### config.mk
export PLATFORM = sky130hd
export DESIGN_NAME = score_display_ctrl_flat
export DESIGN_NICKNAME = d
export VERILOG_FILES = /design/src/rtl/score_display_ctrl_if.sv /design/src/rtl/score_display_ctrl.sv /design/src/flat_wrapper.sv
export SDC_FILE = /design/constraint.sdc
export NUM_CORES = 1
export LEC_CHECK = 0
export BUFFER_PORTS_ARGS = -buffer_cell sky130_fd_sc_hd__buf_4
export CORE_AREA = 2 2 72 126
export CTS_CLUSTER_DIAMETER = 60
export DETAILED_ROUTE_END_ITERATION = 10
export DIE_AREA = 0 0 74 128
export PLACE_DENSITY = 0.83
export SETUP_SLACK_MARGIN = 0.15
export SYNTH_ARGS = -nofsm -noshare
export SYNTH_HDL_FRONTEND = slang
export SYNTH_SLANG_ARGS = --single-unit
### constraint.sdc
create_clock -name Clk -period 7.5 [get_ports Clk]
set_input_delay 0.75 -clock Clk [delete_from_list [all_inputs] [get_ports Clk]]
set_output_delay 0.75 -clock Clk [all_outputs]
set_load 0.1 [all_outputs]
### src/rtl/score_display_ctrl_if.sv
// Score/display bus between the game core and the seven-segment scheduler.
interface score_display_ctrl_if;
  logic [15:0] Value;
  logic        Load;
  logic        Enable;
  logic        Busy;
  logic        Overflow;
  logic [3:0]  An;
  logic [7:0]  Cathodes;

  // Game-core side
  modport master (
    output Value, Load, Enable,
    input  Busy, Overflow, An, Cathodes
  );

  // Display scheduler side
  modport slave (
    input  Value, Load, Enable,
    output Busy, Overflow, An, Cathodes
  );
endinterface

### src/rtl/score_display_ctrl.sv
// Score capture, sequential binary-to-BCD conversion and multiplexed
// seven-segment scan with blanking guard and leading-zero suppression.
module score_display_ctrl #(
  parameter int unsigned SCAN_DIV     = 131072,
  parameter int unsigned BLANK_CYCLES = 1024
) (
  input  logic                 Clk,
  input  logic                 Reset_n,
  score_display_ctrl_if.slave  bus
);

  localparam int unsigned CNT_W = (SCAN_DIV > 1) ? $clog2(SCAN_DIV) : 1;
  localparam logic [CNT_W-1:0] SLOT_LAST = CNT_W'(SCAN_DIV - 1);
  localparam logic [CNT_W-1:0] BLANK_END = CNT_W'(BLANK_CYCLES);
  localparam logic [15:0]      MAX_VAL   = 16'd9999;

  typedef enum logic [1:0] {
    S_IDLE   = 2'd0,
    S_SHIFT  = 2'd1,
    S_COMMIT = 2'd2
  } state_e;

  state_e           state_q, state_d;
  logic [15:0]      bin_q, bin_d;
  logic [15:0]      bcd_q, bcd_d;
  logic [3:0]       iter_q, iter_d;
  logic             conv_ovf_q, conv_ovf_d;
  logic             pend_q, pend_d;
  logic [15:0]      pend_val_q, pend_val_d;
  logic [15:0]      disp_q, disp_d;
  logic             ovf_q, ovf_d;
  logic             busy_q, busy_d;
  logic [CNT_W-1:0] slot_q, slot_d;
  logic [1:0]       idx_q, idx_d;
  logic [3:0]       an_q, an_d;
  logic [7:0]       cath_q, cath_d;

  logic [15:0]      adj;
  logic             start;
  logic [15:0]      start_val;
  logic             slot_wrap;
  logic [3:0]       digit;
  logic [7:0]       seg;
  logic             blank;

  // Add 3 to every BCD nibble that is 5 or more (double-dabble correction)
  function automatic logic [15:0] dd_adjust(input logic [15:0] b);
    logic [15:0] r;
    r = b;
    for (int i = 0; i < 4; i++) begin
      if (r[4*i +: 4] >= 4'd5) r[4*i +: 4] = r[4*i +: 4] + 4'd3;
    end
    return r;
  endfunction

  // Active-low {Ca..Cg,Dp} pattern for a decimal digit, Dp off
  function automatic logic [7:0] seg_code(input logic [3:0] d);
    logic [7:0] c;
    case (d)
      4'd0:    c = 8'b00000011;
      4'd1:    c = 8'b10011111;
      4'd2:    c = 8'b00100101;
      4'd3:    c = 8'b00001101;
      4'd4:    c = 8'b10011001;
      4'd5:    c = 8'b01001001;
      4'd6:    c = 8'b01000001;
      4'd7:    c = 8'b00011111;
      4'd8:    c = 8'b00000001;
      4'd9:    c = 8'b00001001;
      default: c = 8'b11111111;
    endcase
    return c;
  endfunction

  // Converter state register
  always_ff @(posedge Clk or negedge Reset_n) begin
    if (!Reset_n) state_q <= S_IDLE;
    else          state_q <= state_d;
  end

  // Converter next state, loader and commit logic
  always_comb begin
    state_d    = state_q;
    bin_d      = bin_q;
    bcd_d      = bcd_q;
    iter_d     = iter_q;
    conv_ovf_d = conv_ovf_q;
    pend_d     = pend_q;
    pend_val_d = pend_val_q;
    disp_d     = disp_q;
    ovf_d      = ovf_q;
    adj        = dd_adjust(bcd_q);
    start      = 1'b0;
    start_val  = bus.Value;

    // A load during a conversion is parked; the newest value replaces older ones
    if (bus.Load && busy_q) begin
      pend_d     = 1'b1;
      pend_val_d = bus.Value;
    end

    case (state_q)
      S_IDLE: begin
        if (bus.Load) start = 1'b1;
      end
      S_SHIFT: begin
        {bcd_d, bin_d} = {adj, bin_q} << 1;
        iter_d         = iter_q + 4'd1;
        if (iter_q == 4'd15) state_d = S_COMMIT;
      end
      S_COMMIT: begin
        disp_d  = bcd_q;
        ovf_d   = conv_ovf_q;
        state_d = S_IDLE;
        // A load arriving on the commit edge is newer than any parked value
        if (bus.Load) begin
          start     = 1'b1;
          start_val = bus.Value;
          pend_d    = 1'b0;
        end else if (pend_q) begin
          start     = 1'b1;
          start_val = pend_val_q;
          pend_d    = 1'b0;
        end
      end
      default: state_d = S_IDLE;
    endcase

    // Capture with saturation at 9999
    if (start) begin
      state_d    = S_SHIFT;
      bin_d      = (start_val > MAX_VAL) ? MAX_VAL : start_val;
      conv_ovf_d = (start_val > MAX_VAL);
      bcd_d      = '0;
      iter_d     = '0;
    end

    busy_d = (state_d != S_IDLE);
  end

  // Scan timing, anode selection and cathode pattern for the upcoming cycle
  always_comb begin
    slot_wrap = (slot_q == SLOT_LAST);
    slot_d    = slot_wrap ? '0 : slot_q + CNT_W'(1);
    idx_d     = slot_wrap ? idx_q + 2'd1 : idx_q;

    an_d = 4'b1111;
    if (bus.Enable && (slot_d >= BLANK_END)) an_d[idx_d] = 1'b0;

    digit = disp_d[{idx_d, 2'b00} +: 4];
    case (idx_d)
      2'd3:    blank = (disp_d[15:12] == 4'd0);
      2'd2:    blank = (disp_d[15:8]  == 8'd0);
      2'd1:    blank = (disp_d[15:4]  == 12'd0);
      default: blank = 1'b0;
    endcase

    seg = seg_code(digit);
    if (blank) begin
      cath_d = 8'hFF;
    end else begin
      cath_d    = seg;
      cath_d[0] = ~((idx_d == 2'd0) && ovf_d);
    end
  end

  // Datapath, display and scan registers
  always_ff @(posedge Clk or negedge Reset_n) begin
    if (!Reset_n) begin
      bin_q      <= '0;
      bcd_q      <= '0;
      iter_q     <= '0;
      conv_ovf_q <= 1'b0;
      pend_q     <= 1'b0;
      pend_val_q <= '0;
      disp_q     <= '0;
      ovf_q      <= 1'b0;
      busy_q     <= 1'b0;
      slot_q     <= '0;
      idx_q      <= '0;
      an_q       <= 4'b1111;
      cath_q     <= 8'hFF;
    end else begin
      bin_q      <= bin_d;
      bcd_q      <= bcd_d;
      iter_q     <= iter_d;
      conv_ovf_q <= conv_ovf_d;
      pend_q     <= pend_d;
      pend_val_q <= pend_val_d;
      disp_q     <= disp_d;
      ovf_q      <= ovf_d;
      busy_q     <= busy_d;
      slot_q     <= slot_d;
      idx_q      <= idx_d;
      an_q       <= an_d;
      cath_q     <= cath_d;
    end
  end

  assign bus.Busy     = busy_q;
  assign bus.Overflow = ovf_q;
  assign bus.An       = an_q;
  assign bus.Cathodes = cath_q;

endmodule
### src/flat_wrapper.sv
// flat-port wrapper written by rule: the top's interface ports become plain ports
module score_display_ctrl_flat 
#(
  parameter int unsigned SCAN_DIV     = 131072,
  parameter int unsigned BLANK_CYCLES = 1024
)
  (Clk, Reset_n, bus_Value, bus_Load, bus_Enable, bus_Busy, bus_Overflow, bus_An, bus_Cathodes);
  score_display_ctrl_if bus_i ();
  input  logic Clk;
  input  logic Reset_n;
  input wire logic [$bits(bus_i.Value)-1:0] bus_Value;
  input wire logic [$bits(bus_i.Load)-1:0] bus_Load;
  input wire logic [$bits(bus_i.Enable)-1:0] bus_Enable;
  output wire logic [$bits(bus_i.Busy)-1:0] bus_Busy;
  output wire logic [$bits(bus_i.Overflow)-1:0] bus_Overflow;
  output wire logic [$bits(bus_i.An)-1:0] bus_An;
  output wire logic [$bits(bus_i.Cathodes)-1:0] bus_Cathodes;
  assign bus_i.Value = bus_Value;
  assign bus_i.Load = bus_Load;
  assign bus_i.Enable = bus_Enable;
  assign bus_Busy = bus_i.Busy;
  assign bus_Overflow = bus_i.Overflow;
  assign bus_An = bus_i.An;
  assign bus_Cathodes = bus_i.Cathodes;
  score_display_ctrl #(.SCAN_DIV(SCAN_DIV), .BLANK_CYCLES(BLANK_CYCLES)) u_core (.Clk(Clk), .Reset_n(Reset_n), .bus(bus_i));
endmodule
==> results_dict.tcl <==
set metrics [dict create \
    htreeDepth 3 \
    synth.avg_cell_area_um2 10.76 \
    gp_congestion 0.9329 \
    rsz0062_at_grt "false" \
    endpoint_kind "flop" \
    layout.nets 555 \
    num_vias 3881 \
    antenna_found_initial 0 \
    fin_skew_ns 0.004902 \
    grt_overflow 0 \
    maxCapViolations 0 \
    coreArea_um2 8502 \
    clock.fmax_mhz 241.2 \
    synth_ff_type "dfrtp_1" \
    wirelength_um 11150 \
    drive_above_1_share 0.1931 \
    setup_tns_ns 0 \
    cts.sinks 105 \
    status "finished, final reports clean" \
    crit_arrival_ns 4.43 \
    io_pins 34 \
    clk_path_buf_depth 2 \
    hpwl_um 7802 \
    postCtsHoldBufs 0 \
    seq_area_frac_synth 0.4940 \
    fp.dieW_um 74 \
    cp.required_ns 7.78 \
    slew_headroom 0.2348 \
    insertedDiodeCount 0 \
    start_util 0.6291 \
    synth-async-reset-ratio 1.000 \
    grt_max_degree 56 \
    dieArea_um2 9472 \
    hold_viol 0 \
    cts_tree "built" \
    wire_per_inst_um 17.42 \
    synthToLayoutAreaGrowth_pct 11.09 \
    synth_seq_cells 105 \
    drc_errors 0 \
    total_power_mw 2.187 \
    worst_pin_slew_ns 1.148 \
    drtPass1Iterations 4 \
    setup_viol 0 \
    die_h_um 128 \
    wirelength_met1_um 4291 \
    cellPowerDensity_nw_per_um2 368.1 \
    p_leak_nw 2.555 \
    post_cts_resized 0 \
    antenna_left 0 \
    drt_iter0_markers 183 \
    syn_area_um2 5349 \
    path_max_fanout 25 \
    min_period_over_period 0.5528 \
    postCtsSetupRepairBufs 0 \
    grt_pass1_vias 4032 \
    min_period_ns 4.146 \
    cts_made_buffers 9 \
    synth_cells 497 \
    insertion_delay_ns 0.35 \
    synth_edf_count 0 \
    reg2reg_setup_slack_ns 3.35 \
    path_class "reg2reg" \
    yosysWarnings 0 \
    clkTransAtPathRegs_ns 0.07 \
    vias_per_cell 6.064 \
    port_buffers 33 \
    cp-start-kind "flop" \
    hold_path_class "in2async" \
    cts_root_buffer "clkbuf_16" \
    met3_length_um 323 \
    num_rows 45 \
    track_usage 0.2550 \
    synth_cell_types 58 \
    wl_met2_um 6062 \
    drv_slew 0 \
    syn-num-nets 534 \
    grt_first_pass_wirelength_um 18590 \
    peakVddDrop_uv 238.1 \
    top_layer_used "met4" \
]
==> power breakdown <==
part	internal (mW)	switching (mW)
registers	0.756	0.143
clock network	0.278	0.206
logic	0.315	0.489
total	1.35	0.839
==> per-stage QoR <==
stage	instance area (µm²)	setup WS, ns	util	cells	hold WS, ns
after detailed placement	5640	3.400	0.6634	624	0.4782
after global routing	5942	2.999	0.6989	640	0.4939
after floorplan	5349	4.408	-	497	0.4389
after global placement	5640	3.662	0.6634	624	0.4501
final	5942	3.354	0.6989	640	0.4369
after CTS	5942	3.396	0.6989	640	0.4600
==> layout make-up <==
class	instances	area (µm²)
Clock inverter	2	37.54
Timing Repair Buffer	36	270.3
Multi-Input combinational cell	341	2487
Inverter	25	93.84
Fill cell	615	2560
Clock buffer	14	264.0
Sequential cell	105	2643
Tap cell	117	146.4
==> state kept, by name, summed over array words and instances (netlist names) <==
signal               count
u_core.disp_q           16
u_core.bus.Busy          1
u_core.bin_q            16
u_core.pend_q            1
u_core.state_q           2
u_core.idx_q             2
u_core.bcd_q            16
u_core.bus.Overflow      1
u_core.conv_ovf_q        1
u_core.bus.An            4
u_core.slot_q           17
u_core.iter_q            4
u_core.pend_val_q       16
u_core.bus.Cathodes      8
==> cell usage in the layout (no fill, tap or decap), drive strengths merged, types with 8 or more instances in the layout <==
master    n
buf      36
nor2     35
nand2    31
ha       17
o21ai    34
dfrtp    93
clkbuf   14
dfstp    12
a21oi    19
inv      25
a31oi     9
o2111ai   8
nand3    15
mux2     27
xnor2    12
mux2i    17
xor2     12
==> worst max-delay path, cell delays in order, from the launching register on <==
cell and delay (ns):
dfrtp_1 0.39, ha_1 0.20, nand3_1 0.18, nor3_1 0.53
and2_1 0.21, ha_1 0.70, nand2b_1 0.18, and2_1 0.23
inv_1 0.16, mux4_2 0.67, a211o_1 0.31, and4_1 0.19
o21ai_1 0.12
==> Yosys cell counts, types with 9 or more instances <==
cell,number,share of area
xor2_1,12,0.020
dfrtp_1,93,0.44
nor2_1,35,0.025
o21ai_0,33,0.031
dfstp_2,12,0.059
clkbuf_1,17,0.012
nand2_1,31,0.022
a21oi_1,19,0.018
mux2i_1,17,0.032
ha_1,17,0.040
mux2_2,26,0.055
xnor2_1,12,0.020
inv_1,25,0.018
a31oi_1,9,0.011
nand3_1,15,0.014
==> per-layer routing <==
metal	up-vias	GRT usage
met5	-	0
li1	1834	-
met4	0	0.1444
met3	32	0.03616
met2	97	0.4596
met1	1918	0.2741
==> cells by family after synthesis <==
family | synth area share
xor gates and xnor gates | 0.03930
AOI/OAI and AO/OA | 0.1375
muxes | 0.1153
DFF | 0.4940
and+or+nand+nor | 0.1326
adders and majority gates | 0.03977
buffers and inverters | 0.04140
==> worst paths after layout <==
check                                              startpoint                          endpoint  cells past startpoint
max in group asynchronous                             Reset_n        u_core.disp_q[1]$_DFF_PN0_                      2
min in group Clk                u_core.conv_ovf_q$_DFFE_PN0P_     u_core.conv_ovf_q$_DFFE_PN0P_                      1
worst min-delay path                                  Reset_n        u_core.slot_q[5]$_DFF_PN0_                      1
worst max-delay path               u_core.slot_q[0]$_DFF_PN0_  u_core.bus.Cathodes[3]$_DFF_PN1_                     12
worst max register to register     u_core.slot_q[0]$_DFF_PN0_  u_core.bus.Cathodes[3]$_DFF_PN1_                     12
worst min register to register  u_core.conv_ovf_q$_DFFE_PN0P_     u_core.conv_ovf_q$_DFFE_PN0P_                      1
(Power assumes the default switching activity.)
